`src/rtl/end_screen_pkg.sv`:
```
// end_screen_pkg: shared types and constants for the end-screen animator.
//   - state_e   : animator FSM states
//   - TILE_*    : default tile codes for blank, win-face and lose-face cells
//   - WIN_MASK  : 12x17 smile pattern, LOSE_MASK : 12x17 frown pattern
// Mask layout: MASK[r][c], row 0 is the top row; a set bit draws the face tile.
package end_screen_pkg;

  typedef enum logic [1:0] {
    StIdle,
    StReveal,
    StBlink,
    StWaitPress
  } state_e;

  localparam int unsigned MASK_ROWS = 12;
  localparam int unsigned MASK_COLS = 17;

  localparam logic [7:0] TILE_BDR = 8'd0;
  localparam logic [7:0] TILE_SKY = 8'd1;
  localparam logic [7:0] TILE_BLK = 8'd2;

  // Listed bottom row (11) first so the packed index matches the row number.
  localparam logic [MASK_ROWS-1:0][MASK_COLS-1:0] WIN_MASK = {
    17'b00000111111100000,  // row 11
    17'b00011000000011000,  // row 10
    17'b00100011111000100,  // row 9
    17'b01000100000100010,  // row 8
    17'b01001000000010010,  // row 7
    17'b01000000000000010,  // row 6
    17'b01000000000000010,  // row 5
    17'b01000110001100010,  // row 4
    17'b01000110001100010,  // row 3
    17'b00100000000000100,  // row 2
    17'b00011000000011000,  // row 1
    17'b00000111111100000   // row 0
  };

  localparam logic [MASK_ROWS-1:0][MASK_COLS-1:0] LOSE_MASK = {
    17'b00000111111100000,  // row 11
    17'b00011000000011000,  // row 10
    17'b00101000000010100,  // row 9
    17'b01000100000100010,  // row 8
    17'b01000011111000010,  // row 7
    17'b01000000000000010,  // row 6
    17'b01000000000000010,  // row 5
    17'b01000110001100010,  // row 4
    17'b01000110001100010,  // row 3
    17'b00100000000000100,  // row 2
    17'b00011000000011000,  // row 1
    17'b00000111111100000   // row 0
  };

endpackage

```
`src/rtl/anim_tick_gen.sv`:
```
// anim_tick_gen: prescaler producing a one-cycle tick every TICK_CYCLES enabled cycles.
// Ports:
//   i_clk     clock
//   i_reset   synchronous active-high reset
//   i_clear   synchronous clear of the prescaler (restarts the period)
//   i_enable  counter advances only while high
//   o_tick    one-cycle pulse on the wrap from TICK_CYCLES-1 to 0
module anim_tick_gen #(
  parameter int unsigned TICK_CYCLES = 416667
) (
  input  logic i_clk,
  input  logic i_reset,
  input  logic i_clear,
  input  logic i_enable,
  output logic o_tick
);

  localparam int unsigned CntW = (TICK_CYCLES > 1) ? $clog2(TICK_CYCLES) : 1;
  localparam logic [CntW-1:0] CntLast = CntW'(TICK_CYCLES - 1);

  logic [CntW-1:0] r_cnt;
  logic            w_wrap;

  assign w_wrap = (r_cnt == CntLast);
  assign o_tick = i_enable && w_wrap && !i_clear;

  always_ff @(posedge i_clk) begin
    if (i_reset || i_clear) begin
      r_cnt <= '0;
    end else if (i_enable) begin
      r_cnt <= w_wrap ? '0 : r_cnt + CntW'(1);
    end
  end

endmodule

```
`src/rtl/end_screen_animator.sv`:
```
// end_screen_animator: animated win/lose face on the tile background.
// Reveals the face row by row, blinks it, then holds until a fresh jump press,
// which produces a one-cycle restart pulse.
// Ports:
//   i_vga_clock    sole clock
//   i_reset        synchronous active-high reset
//   i_start        one-cycle request to begin (ignored while busy)
//   i_mode         0 = win face, 1 = lose face; latched on accepted start
//   i_jump_button  synchronised jump level
//   o_background   registered ROWS x COLS tile map (8-bit tile codes)
//   o_mario_*/o_goomba_*  sprite coordinates, constant OFFSCREEN
//   o_seconds      whole seconds since start, saturating at 999
//   o_busy         high in every state except idle
//   o_restart      one-cycle pulse on an acknowledged jump press
// Build option: END_SCREEN_SKIP_EN lets a jump press during reveal/blink jump
// straight to the held full face (that press does not restart).
// ROWS/COLS must not exceed the package mask dimensions.
module end_screen_animator
  import end_screen_pkg::*;
#(
  parameter logic [7:0]  BDR              = TILE_BDR,
  parameter logic [7:0]  SKY              = TILE_SKY,
  parameter logic [7:0]  BLK              = TILE_BLK,
  parameter int unsigned ROWS             = MASK_ROWS,
  parameter int unsigned COLS             = MASK_COLS,
  parameter int unsigned TICK_CYCLES      = 416667,
  parameter int unsigned REVEAL_TICKS     = 6,
  parameter int unsigned BLINK_TICKS      = 15,
  parameter int unsigned BLINKS           = 3,
  parameter int unsigned TICKS_PER_SECOND = 60,
  parameter int          OFFSCREEN        = 1000
) (
  input  logic                          i_vga_clock,
  input  logic                          i_reset,
  input  logic                          i_start,
  input  logic                          i_mode,
  input  logic                          i_jump_button,
  output logic [ROWS-1:0][COLS-1:0][7:0] o_background,
  output logic [31:0]                   o_mario_x,
  output logic [31:0]                   o_mario_y,
  output logic [31:0]                   o_goomba_x,
  output logic [31:0]                   o_goomba_y,
  output logic [31:0]                   o_seconds,
  output logic                          o_busy,
  output logic                          o_restart
);

  localparam int unsigned RowW     = $clog2(ROWS + 1);
  localparam int unsigned SubMax   = (REVEAL_TICKS > BLINK_TICKS) ? REVEAL_TICKS : BLINK_TICKS;
  localparam int unsigned SubW     = (SubMax > 1) ? $clog2(SubMax) : 1;
  localparam int unsigned BlinkW   = $clog2(BLINKS + 1);
  localparam int unsigned SecTickW = (TICKS_PER_SECOND > 1) ? $clog2(TICKS_PER_SECOND) : 1;
  localparam logic [9:0]  SecMax   = 10'd999;

`ifdef END_SCREEN_SKIP_EN
  localparam bit SkipEn = 1'b1;
`else
  localparam bit SkipEn = 1'b0;
`endif

  state_e                         r_state, w_state_next;
  logic [RowW-1:0]                r_row_cnt, w_row_cnt_next;
  logic [SubW-1:0]                r_sub_cnt, w_sub_cnt_next;
  logic [BlinkW-1:0]              r_blink_cnt, w_blink_cnt_next;
  logic                           r_phase_on, w_phase_on_next;
  logic                           r_mode, w_mode_next;
  logic                           r_restart, w_restart_next;
  logic                           r_jump_q;
  logic [SecTickW-1:0]            r_sec_tick, w_sec_tick_next;
  logic [9:0]                     r_seconds, w_seconds_next;
  logic [ROWS-1:0][COLS-1:0][7:0] r_background, w_background_next;
  logic [ROWS-1:0]                w_row_vis;
  logic [MASK_ROWS-1:0][MASK_COLS-1:0] w_mask;
  logic [7:0]                     w_face;
  logic                           w_tick, w_busy, w_start_acc, w_jump_rise;

  assign w_busy      = (r_state != StIdle);
  assign w_start_acc = i_start && (r_state == StIdle);
  assign w_jump_rise = i_jump_button && !r_jump_q;

  anim_tick_gen #(
    .TICK_CYCLES(TICK_CYCLES)
  ) u_tick_gen (
    .i_clk   (i_vga_clock),
    .i_reset (i_reset),
    .i_clear (w_start_acc),
    .i_enable(w_busy),
    .o_tick  (w_tick)
  );

  // Next-state and counter logic.
  always_comb begin
    w_state_next     = r_state;
    w_row_cnt_next   = r_row_cnt;
    w_sub_cnt_next   = r_sub_cnt;
    w_blink_cnt_next = r_blink_cnt;
    w_phase_on_next  = r_phase_on;
    w_mode_next      = r_mode;
    w_restart_next   = 1'b0;
    unique case (r_state)
      StIdle: begin
        if (i_start) begin
          w_mode_next    = i_mode;
          w_row_cnt_next = '0;
          w_sub_cnt_next = '0;
          w_state_next   = StReveal;
        end
      end
      StReveal: begin
        if (SkipEn && w_jump_rise) begin
          w_state_next = StWaitPress;
        end else if (r_row_cnt == RowW'(ROWS)) begin
          // Full face has been on screen for one cycle; start blinking dark.
          w_state_next     = StBlink;
          w_sub_cnt_next   = '0;
          w_blink_cnt_next = '0;
          w_phase_on_next  = 1'b0;
        end else if (w_tick) begin
          if (r_sub_cnt == SubW'(REVEAL_TICKS - 1)) begin
            w_sub_cnt_next = '0;
            w_row_cnt_next = r_row_cnt + RowW'(1);
          end else begin
            w_sub_cnt_next = r_sub_cnt + SubW'(1);
          end
        end
      end
      StBlink: begin
        if (SkipEn && w_jump_rise) begin
          w_state_next = StWaitPress;
        end else if (w_tick) begin
          if (r_sub_cnt == SubW'(BLINK_TICKS - 1)) begin
            w_sub_cnt_next  = '0;
            w_phase_on_next = !r_phase_on;
            if (!r_phase_on) begin
              w_blink_cnt_next = r_blink_cnt + BlinkW'(1);
              // Last off->on toggle: hold the face from here on.
              if (r_blink_cnt == BlinkW'(BLINKS - 1)) w_state_next = StWaitPress;
            end
          end else begin
            w_sub_cnt_next = r_sub_cnt + SubW'(1);
          end
        end
      end
      StWaitPress: begin
        if (w_jump_rise) begin
          w_restart_next = 1'b1;
          w_state_next   = StIdle;
        end
      end
      default: w_state_next = StIdle;
    endcase
  end

  // Seconds: ticks only arrive while busy, so the count freezes in idle.
  always_comb begin
    w_seconds_next  = r_seconds;
    w_sec_tick_next = r_sec_tick;
    if (w_start_acc) begin
      w_seconds_next  = '0;
      w_sec_tick_next = '0;
    end else if (w_tick) begin
      if (r_sec_tick == SecTickW'(TICKS_PER_SECOND - 1)) begin
        w_sec_tick_next = '0;
        if (r_seconds != SecMax) w_seconds_next = r_seconds + 10'd1;
      end else begin
        w_sec_tick_next = r_sec_tick + SecTickW'(1);
      end
    end
  end

  // Tile map from the current state and counters; registered below.
  assign w_mask = r_mode ? LOSE_MASK : WIN_MASK;
  assign w_face = r_mode ? BLK : SKY;

  always_comb begin
    w_row_vis         = '0;
    w_background_next = {(ROWS * COLS){BDR}};
    for (int r = 0; r < ROWS; r++) begin
      case (r_state)
        StReveal:    w_row_vis[r] = (RowW'(r) < r_row_cnt);
        StBlink:     w_row_vis[r] = r_phase_on;
        StWaitPress: w_row_vis[r] = 1'b1;
        default:     w_row_vis[r] = 1'b0;
      endcase
      for (int c = 0; c < COLS; c++) begin
        if (w_row_vis[r] && w_mask[r][c]) w_background_next[r][c] = w_face;
      end
    end
  end

  always_ff @(posedge i_vga_clock) begin
    if (i_reset) begin
      r_state      <= StIdle;
      r_row_cnt    <= '0;
      r_sub_cnt    <= '0;
      r_blink_cnt  <= '0;
      r_phase_on   <= 1'b0;
      r_mode       <= 1'b0;
      r_restart    <= 1'b0;
      r_jump_q     <= 1'b0;
      r_sec_tick   <= '0;
      r_seconds    <= '0;
      r_background <= {(ROWS * COLS){BDR}};
    end else begin
      r_state      <= w_state_next;
      r_row_cnt    <= w_row_cnt_next;
      r_sub_cnt    <= w_sub_cnt_next;
      r_blink_cnt  <= w_blink_cnt_next;
      r_phase_on   <= w_phase_on_next;
      r_mode       <= w_mode_next;
      r_restart    <= w_restart_next;
      r_jump_q     <= i_jump_button;
      r_sec_tick   <= w_sec_tick_next;
      r_seconds    <= w_seconds_next;
      r_background <= w_background_next;
    end
  end

  assign o_background = r_background;
  assign o_seconds    = {22'd0, r_seconds};
  assign o_busy       = w_busy;
  assign o_restart    = r_restart;
  assign o_mario_x    = OFFSCREEN;
  assign o_mario_y    = OFFSCREEN;
  assign o_goomba_x   = OFFSCREEN;
  assign o_goomba_y   = OFFSCREEN;

endmodule
```
`config.mk`:
```
export PLATFORM = sky130hd
export DESIGN_NAME = end_screen_animator
export DESIGN_NICKNAME = d
export VERILOG_FILES = /design/src/rtl/end_screen_pkg.sv /design/src/rtl/anim_tick_gen.sv /design/src/rtl/end_screen_animator.sv
export SDC_FILE = /design/constraint.sdc
export NUM_CORES = 1
export LEC_CHECK = 0
export BUFFER_PORTS_ARGS = -buffer_cell sky130_fd_sc_hd__buf_2
export CORE_AREA = 2 2 703 705
export CTS_CLUSTER_DIAMETER = 50
export CTS_CLUSTER_SIZE = 25
export DETAILED_ROUTE_END_ITERATION = 8
export DIE_AREA = 0 0 705 707
export REMOVE_ABC_BUFFERS = 1
export SYNTH_ARGS = -nofsm -noshare
export SYNTH_HDL_FRONTEND = slang
export SYNTH_SLANG_ARGS = --single-unit
```
`constraint.sdc`:
```
create_clock -name i_vga_clock -period 3.8 [get_ports i_vga_clock]
set_input_delay 0.19 -clock i_vga_clock [delete_from_list [all_inputs] [get_ports i_vga_clock]]
set_output_delay 0.19 -clock i_vga_clock [all_outputs]
set_load 0.05 [all_outputs]
```
# Word-level counts from Yosys, hierarchy flattened
# Cells that the tools add are included.
# classes
n_addsub,6
magnitude_cmp,12
eq_ne,21
muxes,45
bitwise,205
n_reduce_logical,430
# ops
operator,n
$reduce_or 2->1,206
$not 1->1,205
$logic_and 1x1->1,170
$mux 166,1
$logic_and 1x1->1 const B,38
$mux 4,9
$pmux 1 s3,12
$mux 2,12
$add 19x1->19 const B,1
$eq 19x19->1 const B,1
$mux 19,1
$lt 3x4->1 const A,4
$lt 4x4->1 const A,4
$ne 2x2->1 const B,8
$pmux 4 s3,1
$add 10x1->10 const B,1
$ne 10x10->1 const B,1
$reduce_and 5->1,2
$add 4x1->4 const B,2
$eq 4x4->1 const B,2
$lt 1x4->1 const A,2
$lt 2x4->1 const A,2
$pmux 2 s4,1
$pmux 4 s2,1
21 further kinds,32
# totals
regBits,1683
input_bits,5
output_inout_bits,1794
word_cells,934

# Logic depth before layout (Yosys ltp)
# depth
word_depth,7
mapped_depth,9
ltp_nobuf,7

# Cells and area by module
# A second synthesis with hierarchy kept.
# hier_totals
hier_cells,2158
hier_area_um2,16873.7
# by_module_without_submodules
mod,instances,cells_per_inst,area_per_inst_um2
end_screen_animator,1,2051,15939.0
anim_tick_gen,1,107,934.6

# Least setup slack after synthesis
# No wires, ideal clock.
# synth_timing
path_kind,register to register
start,register r_state[0]
end,register r_seconds[3]
setup_ns,0.070
arrival_ns,2.461
t_required_ns,3.730
slack_ns,1.269
stages_incl_launch_ff,8
period_less_slack_ns,2.531
cell_sequence,dfxtp_1 inv_1 ha_1 or4b_2 nor3_1 nand4_1 or4_1 a21oi_1
# synth_between
elab_chain_cells,5
word_cells_on_any_way,8
classes_between,reduce/logical (8)
# synth_lines
item,line_no,text
from (decl),end_screen_animator.sv:61,"state_e r_state, w_state_next;"
from (signal assigned),end_screen_animator.sv:193,r_state <= StIdle;
from (signal assigned),end_screen_animator.sv:205,r_state <= w_state_next;
$logic_not 2->1,end_screen_animator.sv:78,assign w_start_acc = i_start && (r_state == StIdle);
$logic_and 1x1->1,end_screen_animator.sv:78,
$logic_not 1->1,anim_tick_gen.sv:25,assign o_tick = i_enable && w_wrap && !i_clear;
$logic_and 1x1->1,anim_tick_gen.sv:25,
$reduce_and 3->1 (no line),-,
to (signal assigned),end_screen_animator.sv:214,r_seconds <= w_seconds_next;
to (decl),end_screen_animator.sv:70,"logic [9:0] r_seconds, w_seconds_next;"
# Several ways; a longest one is shown, not always the timed one.
# A chain may end at the register's enable or synchronous reset.

# Worst setup path in the final report
# Ends and elaborated chain as after synthesis.

==> metrics.yaml <==
netSwitchingFraction: 0.755
grt.overflow.total: 0
cts.path.max_buffers: 2
antenna_left: 0
clock_sinks: 83
ys_types: 55
synth_edf_count: 0
portBuffers: 140
holdPathStages: 3
rr_worst_depth: 7
report.final.slew_viol_count: 0
htreeDepth: 3
pin_count: 1799
power_leakage_nw: 7.64
area_growth_pct: 12.9
dieArea_sq_um: 498000
clk-insertion-delay-late_ps: 410
setup_viol: 0
p_int_mw: 1.51
cts_setup_buffers: 0
nets: 2256
crit_buf_inv: 1
cts_resized: 0
crit_path_start_kind: "register"
rows: 258
grt_max_degree: 21
finish.utilization: 0.0388
firstDrtPassIters: 4
cpPeakStageDelay_ps: 740
clkSlewWorstSetupHoldPaths_ps: 100
drcViolationCount: 0
fin_area_sq_um: 19100
timing.final.crit_share: 0.810
ys_ff_latch: 83
worstSetupPathType: "reg -> reg"
whs_ps: 84.4
initial_core_util: 0.0344
max_slew.worst_pin.slew_ps: 716
maxCapViolations: 0
rsz0062_at_grt: "false"
placed_cell_area_sq_um: 18800
synthesis.area_sq_um: 16900
syn_area_per_cell_sq_um: 7.73
required_ps: 4120
avgRoutedWirePerCell_microns: 3.80
routabilityCongestion: 0.581
p_comb_frac: 0.665
crit_cells: 7
relSlewSlack: 0.522
worstPathArrival_ps: 3400
synth_top_cells_by_area: "buf_4 (78%), dfxtp_1 (9.8%), nor2_1 (1.3%)"
crit_slowest_cell: "or4b_2"
die_x_microns: 705
core-area_sq_um: 492000
synth_flop_cell: "dfxtp_1"
clkPwrFrac: 0.184
syn-instance-count: 2187
antenna_found_initial: 3
peakVddDrop_mv: 0.257
critical_path.top_delay_family: "simple AND/OR/NAND/NOR gates"
place_hpwl_mm: 29.1
power_switching_mw: 4.65
hold_path_class: "in -> reg"
path_max_fanout: 15
via_per_inst: 0.896
grt_pass1_wl_mm: 34.4
fin_setup_tns_ps: 0
fill_cells: 58443
clockRootBuffer: "clkbuf_16"
holdBufCountCts: 0
gr-usage-all-layers: 0.0107
fmax_mhz: 325
wl_mm: 33.2
hold_viol: 0
p_per_area_nw_per_um2: 323
synth_top_cell_area_share: 0.777
ys.warnings.count: 0
grt_pass1_vias: 3781
fin_crit_ps: 3080
numCtsBuffers: 9
finalPower_mw: 6.16
layout-drive-gt1-share: 0.0763
tritoncts: "yes"
endpoint_kind: "register"
status: "finished, final reports clean"
cp_cell_sequence: "inv_1, ha_1, or4b_2, nor3_1, nand4_1, or4_1, a21oi_1"
clock_skew_ps: 47.5
drt_iter0_markers: 220
ys_seq_area_frac: 0.0983
num_vias: 7836
seqPwrFrac: 0.151
die_h_microns: 707
synth_top_area_cell: "buf_4"
async_flop_share: 0
per-stage QoR:
step	cells	setup WS, ps
3_5_place_dp	8726	776
5_1_grt	8743	577
3_3_place_gp	8726	862
2_1_floorplan	2081	1090
4_1_cts	8742	733
6_report	8746	722
worst reg2reg max path: cells and delay by family (launching register included):
family	cells	cell delay, ps
buffers and inverters	1	120
AO/OA/AOI/OAI	1	140
AND/OR/NAND/NOR	4	1940
adder cells (fa/ha/maj)	1	390
flip-flops	1	430
routing by layer:
layer  wire length [microns]  share of wire  up-vias  track usage
met5                       0              0        -            0
met4                     560          0.017        0      0.00298
met3                    4230           0.13       12      0.00508
met2                   20100           0.61      854       0.0223
met1                    8330           0.25     3504      0.00853
li1                        -              -     3466            -
cell families (layout without fill, tap and decap cells):
family,after synthesis,in the layout,synth area share
buffers and inverters,1786,181,0.786
AND/OR/NAND/NOR,209,209,0.0650
flip-flops,83,83,0.0983
AO/OA/AOI/OAI,65,65,0.0246
XOR/XNOR,23,23,0.0119
adder cells (fa/ha/maj),14,14,0.0104
multiplexers,5,5,0.00296
other,2,1666,0.000444
power by group through the flow:
| stage | Sequential [mW] | Combinational, mW | Clock, mW |
|---|---|---|---|
| after detailed placement | 0.953 | 4.06 | 0 |
| final | 0.931 | 4.10 | 1.13 |
| after global routing | 0.937 | 4.23 | 1.27 |
| after CTS | 0.933 | 4.06 | 1.25 |
| after floorplan | 0.997 | 3.84 | 0 |
| after global placement | 0.949 | 4.05 | 0 |
cell type report:
class,instances,area [sq um],share of cell area
antenna,4,10.0,0.000524
clock buffer,9,225,0.0118
clock inverter,7,67.6,0.00354
inverter,20,75.1,0.00393
multi-input combinational,1978,8180,0.428
sequential,83,1660,0.0870
tap,6500,8130,0.426
timing repair buffer,145,738,0.0387
synth_stat cells, types with 3 or more instances:
master,n
nor2_1,59
nand2b_1,11
nor2b_1,9
nand4_1,14
and3_1,6
a21oi_1,27
clkbuf_1,9
xor2_1,14
nand2_1,36
buf_2,3
or2_2,3
o211ai_1,4
a31oi_1,4
xnor2_1,9
nand3b_1,4
or4_1,8
mux2i_1,5
o21ai_0,9
dfxtp_1,83
buf_4,1751
nand3_1,17
a21o_1,4
ha_1,14
and2_1,3
or3_1,4
nor4_1,7
inv_1,20
nor3_1,10
o21a_1,3
nand4b_1,4
cells in the final DEF (no fill, tap or decap), types with 4 or more instances in the layout:
cell       instances
a21o_1             4
a21oi_1           27
a31oi_1            4
and3_1             6
buf_2            140
buf_4              5
clkbuf_16          9
conb_1          1662
dfxtp_1           83
diode_2            4
ha_1              14
inv_1             20
inv_8              4
mux2i_1            5
nand2_1           36
nand2b_1          11
nand3_1           17
nand3b_1           4
nand4_1           14
nand4b_1           4
nor2_1            59
nor2b_1            9
nor3_1            10
nor4_1             7
o211ai_1           4
o21ai_0            9
or3_1              4
or4_1              8
xnor2_1            9
xor2_1            14
final timing paths:
| kind | from | endpoint | slack (ps) |
|---|---|---|---|
| worst max-delay path | r_state[0] | r_seconds[3] | 720 |
| worst min-delay path | i_mode | r_mode | 80 |
| worst max register to register | r_state[0] | r_seconds[3] | 720 |
| worst min register to register | r_blink_cnt[0] | r_blink_cnt[0] | 470 |
registers in the layout (all words and copies together), names as in the netlist, 2 cells and up:
signal	cells
o_background	32
r_blink_cnt	2
r_row_cnt	4
r_sec_tick	6
r_seconds	10
r_state	2
r_sub_cnt	4
u_tick_gen.r_cnt	19
(Power assumes the default switching activity.)
